===== config.mk =====
export PLATFORM = sky130hd
export DESIGN_NAME = ir_word_encoder
export DESIGN_NICKNAME = d
export VERILOG_FILES = /design/src/rtl/ir_word_encoder.sv
export SDC_FILE = /design/constraint.sdc
export NUM_CORES = 1
export LEC_CHECK = 0
export CAP_MARGIN = 10
export CORE_AREA = 8 8 117 119
export CTS_CLUSTER_DIAMETER = 100
export DETAILED_ROUTE_END_ITERATION = 10
export DIE_AREA = 0 0 125 127
export GPL_TIMING_DRIVEN = 0
export PLACE_DENSITY = 0.81
export SLEW_MARGIN = 20
export SYNTH_ARGS = -nofsm -noshare
export SYNTH_HDL_FRONTEND = slang
export SYNTH_SLANG_ARGS = --single-unit

===== constraint.sdc =====
create_clock -name clock -period 4.6 [get_ports clock]
set_input_delay 0.69 -clock clock [delete_from_list [all_inputs] [get_ports clock]]
set_output_delay 0.69 -clock clock [all_outputs]
set_load 0.05 [all_outputs]

===== src/rtl/ir_word_encoder.sv =====
//==============================================================================
// Module      : ir_word_encoder
// Description : Packs instruction fields (opcode, Ra, Rb, Rc, constant) into a
//               32-bit instruction word. It range-checks the constant and
//               writes each word to instruction memory at an auto-incrementing
//               address through a write/acknowledge handshake.
// Revision    : 1.0 - initial release
//==============================================================================
`default_nettype none

module ir_word_encoder #(
    parameter int AW = 9
) (
    input  logic          clock,
    input  logic          clear,
    input  logic          in_valid,
    output logic          in_ready,
    input  logic [1:0]    fmt,
    input  logic [4:0]    opcode,
    input  logic [3:0]    ra,
    input  logic [3:0]    rb,
    input  logic [3:0]    rc,
    input  logic [31:0]   const_in,
    input  logic          addr_load,
    input  logic [AW-1:0] addr_in,
    output logic          mem_wr,
    input  logic          mem_ack,
    output logic [AW-1:0] mem_addr,
    output logic [31:0]   mem_data,
    output logic          err_range,
    output logic          wrap,
    output logic [15:0]   word_count
);

    typedef enum logic [1:0] {
        S_IDLE  = 2'd0,
        S_CHECK = 2'd1,
        S_WRITE = 2'd2
    } state_t;

    localparam logic [AW-1:0] ADDR_ONE = {{(AW-1){1'b0}}, 1'b1};

    state_t          state_q;
    logic [1:0]      fmt_q;
    logic [4:0]      opcode_q;
    logic [3:0]      ra_q;
    logic [3:0]      rb_q;
    logic [3:0]      rc_q;
    logic [31:0]     const_q;
    logic            mem_wr_q;
    logic [AW-1:0]   mem_addr_q;
    logic [31:0]     mem_data_q;
    logic            err_range_q;
    logic            wrap_q;
    logic [15:0]     word_count_q;

    logic [31:0]     mem_data_d;
    logic            range_bad;

    // The block takes a field set only in IDLE, and an address load pre-empts it.
    assign in_ready = clear & (state_q == S_IDLE) & ~addr_load;

    // Pack the captured fields and flag a constant that does not fit in 19 bits.
    always_comb begin
        mem_data_d = 32'd0;
        range_bad  = 1'b0;
        case (fmt_q)
            2'd0:    mem_data_d = {opcode_q, ra_q, rb_q, rc_q, 15'd0};
            2'd1:    mem_data_d = {opcode_q, ra_q, rb_q, const_q[18:0]};
            2'd2:    mem_data_d = {opcode_q, ra_q, 4'd0, const_q[18:0]};
            default: mem_data_d = {opcode_q, 27'd0};
        endcase
        if ((fmt_q == 2'd1) || (fmt_q == 2'd2)) begin
            range_bad = (const_q[31:18] != {14{const_q[18]}});
        end
    end

    // Capture -> check -> write sequencing, address counter and status flags.
    always_ff @(posedge clock or negedge clear) begin
        if (!clear) begin
            state_q      <= S_IDLE;
            fmt_q        <= 2'd0;
            opcode_q     <= 5'd0;
            ra_q         <= 4'd0;
            rb_q         <= 4'd0;
            rc_q         <= 4'd0;
            const_q      <= 32'd0;
            mem_wr_q     <= 1'b0;
            mem_addr_q   <= '0;
            mem_data_q   <= 32'd0;
            err_range_q  <= 1'b0;
            wrap_q       <= 1'b0;
            word_count_q <= 16'd0;
        end else begin
            case (state_q)
                S_IDLE: begin
                    if (addr_load) begin
                        mem_addr_q <= addr_in;
                    end else if (in_valid) begin
                        fmt_q    <= fmt;
                        opcode_q <= opcode;
                        ra_q     <= ra;
                        rb_q     <= rb;
                        rc_q     <= rc;
                        const_q  <= const_in;
                        state_q  <= S_CHECK;
                    end
                end
                S_CHECK: begin
                    if (range_bad) begin
                        // Rejected words are dropped without touching the address.
                        err_range_q <= 1'b1;
                        state_q     <= S_IDLE;
                    end else begin
                        mem_data_q <= mem_data_d;
                        mem_wr_q   <= 1'b1;
                        state_q    <= S_WRITE;
                    end
                end
                S_WRITE: begin
                    if (mem_ack) begin
                        mem_wr_q   <= 1'b0;
                        mem_addr_q <= mem_addr_q + ADDR_ONE;
                        if (&mem_addr_q) begin
                            wrap_q <= 1'b1;
                        end
                        if (word_count_q != 16'hFFFF) begin
                            word_count_q <= word_count_q + 16'd1;
                        end
                        state_q <= S_IDLE;
                    end
                end
                default: begin
                    state_q <= S_IDLE;
                end
            endcase
        end
    end

    assign mem_wr     = mem_wr_q;
    assign mem_addr   = mem_addr_q;
    assign mem_data   = mem_data_q;
    assign err_range  = err_range_q;
    assign wrap       = wrap_q;
    assign word_count = word_count_q;

endmodule

`default_nettype wire


Word-level counts from Yosys, hierarchy flattened
Index checks and enable logic that the tools add are counted.
{"block": "classes", "add_sub_neg": 2, "multipliers": 0, "n_div": 0, "magnitude_cmp": 0, "eq_ne": 11, "n_shift": 0, "mux": 13, "n_bitwise": 4, "n_reduce_logical": 13}
{"operator": "case mux 27 bit (3 select lines)", "count": 1}
{"operator": "two-way mux 9 bit", "count": 2}
{"operator": "case mux 9 bit (2 select lines)", "count": 1}
{"operator": "adder 16 x 1 -> 16 bit (second input constant)", "count": 1}
{"operator": "!= test 16 bit (second input constant)", "count": 1}
{"operator": "AND reduction 3 bit", "count": 5}
{"operator": "!= test 13 bit", "count": 1}
{"operator": "AND reduction 11 bit", "count": 1}
{"operator": "!= test 2 bit (second input constant)", "count": 5}
{"operator": "adder 9 x 1 -> 9 bit (second input constant)", "count": 1}
{"operator": "two-way mux 2 bit", "count": 4}
{"operator": "case mux 2 bit (3 select lines)", "count": 1}
{"operator": "equality test 2 x 1 -> 1 bit (second input constant)", "count": 2}
{"operator": "equality test 2 bit (second input constant)", "count": 2}
{"operator": "logical NOT 2 bit", "count": 2}
{"operator": "AND reduction 2 bit", "count": 2}
{"operator": "nonzero test 2 bit", "count": 2}
{"operator": "two-way mux 1 bit", "count": 3}
{"operator": "AND 1 bit", "count": 2}
{"operator": "NOT 1 bit", "count": 2}
{"operator": "case mux 1 bit (2 select lines)", "count": 1}
{"operator": "logical OR 1 bit", "count": 1}
{"block": "totals", "ff_bits": 113, "latchBits": 0, "ram_bits": 0, "rom_bits": 0, "input_bits": 65, "out_inout_bits": 61, "word_cells": 56, "mem_count": 0}

Logic depth before layout (Yosys ltp)
{"block": "depth", "word_depth": 5, "depth_mapped": 7, "mapped_depth_nobuf": 6}

Worst setup path before layout
Ideal clock, no wire load.
{"block": "synth_path", "path_kind": "register to register", "from": "register word_count_q[0], in the netlist word_count[0]", "to": "register word_count_q[1], in the netlist word_count[1]", "setup_time_ps": 125, "arrival_time_ps": 2214, "required_time_ps": 4475, "path_slack_ps": 2261, "path_stages_with_launch": 7, "n_path_buf": 1, "cell_sequence": "dfrtp_1 -> ha_1 -> and4_1 -> clkbuf_1 -> nand4_1 -> o21ai_0 -> mux2_2"}
{"block": "synth_between", "elab_chain_cells": 2, "word_cells_on_any_way": 3, "cone_classes": "1 x add/sub; 1 x eq/ne; 1 x reduce/logical"}
{"element": "start: declaration", "line_no": "55", "text": "logic [15:0] word_count_q;"}
{"element": "start signal: assignment", "line_no": "128", "text": "word_count_q <= word_count_q + 16'd1;"}
{"element": "parallel branches: the longest is 2 deep, another holds adder 16 x 1 -> 16 bit"}
Several ways; the timed one is not identified.
A chain may end at the register's enable or synchronous reset.

Final worst setup path
{"block": "layout_path", "from": "input port addr_load", "to": "output port in_ready"}
{"block": "layout_between", "elab_chain_cells": 2}
{"element": "start: declaration", "line_no": "24", "text": "input logic addr_load,"}
{"element": "NOT 1 bit (no line)"}
{"element": "AND 1 bit", "line_no": "61", "text": "assign in_ready = clear & (state_q == S_IDLE) & ~addr_load;"}
{"element": "end: declaration", "line_no": "17", "text": "output logic in_ready,"}
Every way passes these cells.

==> reports/summary.md <==
* Fmax achieved: 0.322 GHz
* number of buffers inserted for hold repair after clock tree synthesis: 0
* Chip Height: 127 µm
* count of max-cap constraint violations: 0
* leading register cell type out of synthesis: sky130_fd_sc_hd__dfrtp_1
* IO Count: 126
* share of async-settable or async-resettable flops after synthesis: 100%
* Remaining Overflow, GRT: 0
* class of the tightest hold or removal check: in2async
* CP Max Fanout: 2
* Peak supply drop: 415 µV
* post-synthesis cell area: 0.00511 mm²
* clock tree from TritonCTS: built
* Finished Core Util: 60.5%
* final routed DRC violation total: 0
* Least-Margin Pin Slew: 0.742 ns
* H-tree levels: 4
* Clock Skew: 0.00893 ns
* count of state elements after synthesis: 113
* Layout Area Growth over Synthesis: 39.9%
* Synthesis Warnings: 0
* initial antenna violation count: 0
* cts bufs inserted: 17
* crit end category: primary output
* met1 usage in global routing: 20.2%
* WP data arrival: 2.42 ns
* RSZ-0062 raised after global routing: no
* CTS sink count: 113
* via count of the first global-routing pass: 4,246
* Std-Cell Rows: 40
* pwr dens: 668 mW/mm²
* critical path's top delay family: buffers and inverters
* met2 usage: 29.1%
* count of flip-flops with a built-in enable after synthesis: 0
* Mapped Cells: 441
* critical path, cell by cell: clkdlybuf4s50_1, nor3_1, and2_1, clkdlybuf4s50_1
* wire length of the first global-routing pass: 21,900 µm
* number of gates resized after CTS: 0
* detail-routed net length per standard cell: 17.7 µm
* total of fill cells in the finished design: 959
* share of cells above drive strength 1: 17.4%
* post-detailed-routing wire length: 13,200 µm
* run status: completed
* number of antenna cells inserted: 0
* latest clock arrival within the worst-skew pair: 0.41 ns
* FF/Latch Area: 0.00283 mm²
* global-route track usage on met3: 5.28%
* slowest library cell on the worst path: sky130_fd_sc_hd__clkdlybuf4s50_1
* Critical Path Start Type: input pin
* Vias per Instance: 5.37
* grt peak-use layer: met2
* Initial Utilization: 43.2%
* proportion of synthesized chip area in sequential cells: 55.4%
* Critical Path Stages: 4
* reg2reg path depth: 6
* post-detailed-placement half-perimeter wirelength: 9620 µm
* cell occurring most often along the worst timing path: sky130_fd_sc_hd__clkdlybuf4s50_1
* fin crit share: 67.6%
* gp weighted congestion: 0.855
* Worst Path Buf+Inv: 2
* worst stage delay on the critical path: 0.81 ns
* setup total negative slack: 0 ns
* horizontal extent of the die: 125 µm
* Clock Path Buffers: 2
* detailed-route via count: 4,008
* leakage power figure: 2.89 nW
* category of the most critical setup path: in2out
* total count of max-transition violations in the final report: 0
* final number of setup-violating endpoints: 0
* clock slew at reported path FFs: 0.05 ns
* min Tclk post-route: 3.11 ns
* clk root buf: sky130_fd_sc_hd__clkbuf_16
* Post-Synthesis Mean Instance Area: 11.6 µm²
* number of DRC violations after detailed-routing iteration 0: 252
* count of unique library cells instantiated by Yosys: 47
* Tot GR Track Use: 17.3%
* post-CTS setup buffer count: 0
* worst rel slew slack: 50.5%
* Layout Nets: 657
* number of hold violations in the final report: 0
* net count after synthesis: 512
* area occupied by multi-input gates: 0.00207 mm²
* required time reported for the critical path endpoint: 3.91 ns
* total die area: 0.0159 mm²
* Detailed Routing Iterations Pass 1: 4
* Port-buffer cells: 125
* maximum number of pins on one net before global-route repair: 61
* Core Box Area: 0.0118 mm²
* antenna-violating nets left: 0
-- layer usage --
layer  part of all wire [%]  vias up  wire [µm]
met1                     43     1936       5700
li1                       -     1885          -
met2                     49      160       6460
met3                    5.7       27        754
met5                      0        -          0
met4                    2.2        0        295
-- cell usage after synthesis (2+ instances only) --
cell / number / area (µm²)
sky130_fd_sc_hd__a21oi_1: 11 / 55.1
sky130_fd_sc_hd__a22o_1: 4 / 35.0
sky130_fd_sc_hd__a2bb2oi_1: 2 / 17.5
sky130_fd_sc_hd__a31oi_1: 3 / 18.8
sky130_fd_sc_hd__and2_1: 7 / 43.8
sky130_fd_sc_hd__and4_1: 3 / 26.3
sky130_fd_sc_hd__buf_2: 6 / 30.0
sky130_fd_sc_hd__buf_6: 3 / 33.8
sky130_fd_sc_hd__clkbuf_1: 12 / 45.0
sky130_fd_sc_hd__dfrtp_1: 113 / 2830
sky130_fd_sc_hd__ha_1: 6 / 75.1
sky130_fd_sc_hd__inv_1: 28 / 105
sky130_fd_sc_hd__mux2_1: 5 / 56.3
sky130_fd_sc_hd__mux2_2: 54 / 608
sky130_fd_sc_hd__mux2i_1: 5 / 50.1
sky130_fd_sc_hd__nand2_1: 36 / 135
sky130_fd_sc_hd__nand2b_1: 2 / 12.5
sky130_fd_sc_hd__nand3_1: 13 / 65.1
sky130_fd_sc_hd__nand4_1: 8 / 50.1
sky130_fd_sc_hd__nor2_1: 12 / 45.0
sky130_fd_sc_hd__nor2b_1: 3 / 18.8
sky130_fd_sc_hd__nor3_1: 2 / 10.0
sky130_fd_sc_hd__nor4_1: 3 / 18.8
sky130_fd_sc_hd__o211ai_1: 2 / 15.0
sky130_fd_sc_hd__o21ai_0: 38 / 190
sky130_fd_sc_hd__o221ai_1: 19 / 166
sky130_fd_sc_hd__o22ai_1: 7 / 43.8
sky130_fd_sc_hd__or2_2: 3 / 18.8
sky130_fd_sc_hd__xnor2_1: 13 / 114
-- worst register-to-register path, cell delays in order, from the launching register on --
cell and delay [ns]:
sky130_fd_sc_hd__dfrtp_1 0.35, sky130_fd_sc_hd__clkbuf_1 0.17, sky130_fd_sc_hd__nor3_1 0.37, sky130_fd_sc_hd__and2_1 0.18, sky130_fd_sc_hd__clkbuf_1 0.35, sky130_fd_sc_hd__buf_2 0.38, sky130_fd_sc_hd__mux2_2 0.39
-- report_power, final --
part / internal [mW] / total [mW] / switching [mW]
clock network: 0.817 / 1.26 / 0.441
registers: 1.35 / 1.61 / 0.261
logic: 0.745 / 1.90 / 1.16
-- stage by stage --
step	total power [mW]	instance area, µm²	cells	hold WS [ns]	setup slack (ns)
after floorplan	2.85	5110	441	0.394	2.26
after global placement	3.47	6540	713	0.449	-2.21
after detailed placement	3.54	6570	714	0.457	1.48
after CTS	4.81	7140	746	0.250	1.47
after global routing	5.02	7140	746	0.276	1.40
final	4.77	7140	746	0.243	1.49
-- layout make-up --
| cell class | instances | area share, % |
|---|---|---|
| Buffer | 21 | 1.52 |
| Multi-Input combinational cell | 279 | 28.9 |
| Timing Repair Buffer | 126 | 17.9 |
| Sequential cell | 113 | 39.6 |
| Clock inverter | 11 | 1.58 |
| Tap cell | 147 | 2.57 |
| Inverter | 28 | 1.47 |
| Clock buffer | 21 | 6.44 |
-- registers in the layout, indices dropped and copies added (netlist names) --
register / cells
wrap: 1
rb_q: 4
fmt_q: 2
err_range: 1
ra_q: 4
mem_data: 32
opcode_q: 5
mem_wr: 1
word_count: 16
mem_addr: 9
state_q: 2
const_q: 32
rc_q: 4
-- cell usage in the layout, fill, tap and decap left out, drive strengths merged, types with 2 or more instances in the layout --
cell / instances
a21oi: 11
a22o: 4
a2bb2oi: 2
a31oi: 3
and2: 7
and4: 3
buf: 11
bufinv: 2
clkbuf: 33
clkdlybuf4s50: 124
clkinv: 6
clkinvlp: 3
dfrtp: 113
ha: 6
inv: 28
mux2: 59
mux2i: 5
nand2: 36
nand2b: 2
nand3: 13
nand4: 8
nor2: 12
nor2b: 3
nor3: 2
nor4: 5
o211ai: 2
o21ai: 39
o221ai: 20
o22ai: 7
or2: 3
or4: 2
xnor2: 13
-- final timing paths --
check / end / slack, ns / from
min: word_count[5] / 0.24 / clear
min reg2reg: wrap / 0.46 / wrap
max reg2reg: const_q[31] / 2.28 / state_q[1]
max in group asynchronous: const_q[30] / 3.68 / clear
min in group clock: wrap / 0.46 / wrap
max: in_ready / 1.49 / addr_load
-- cell families (layout without fill, tap and decap cells) --
| kind of cell | Yosys count | in the layout | share of synthesized area [%] |
|---|---|---|---|
| DFF | 113 | 113 | 55.4 |
| buffers and inverters | 49 | 207 | 4.19 |
| muxes | 64 | 64 | 14.0 |
| and+or+nand+nor | 99 | 99 | 10.1 |
| AOI/OAI and AO/OA | 97 | 97 | 12.6 |
| xor gates and xnor gates | 13 | 13 | 2.23 |
| adders and majority gates | 6 | 6 | 1.47 |
Note: power is estimated with default switching activity, not from simulation.
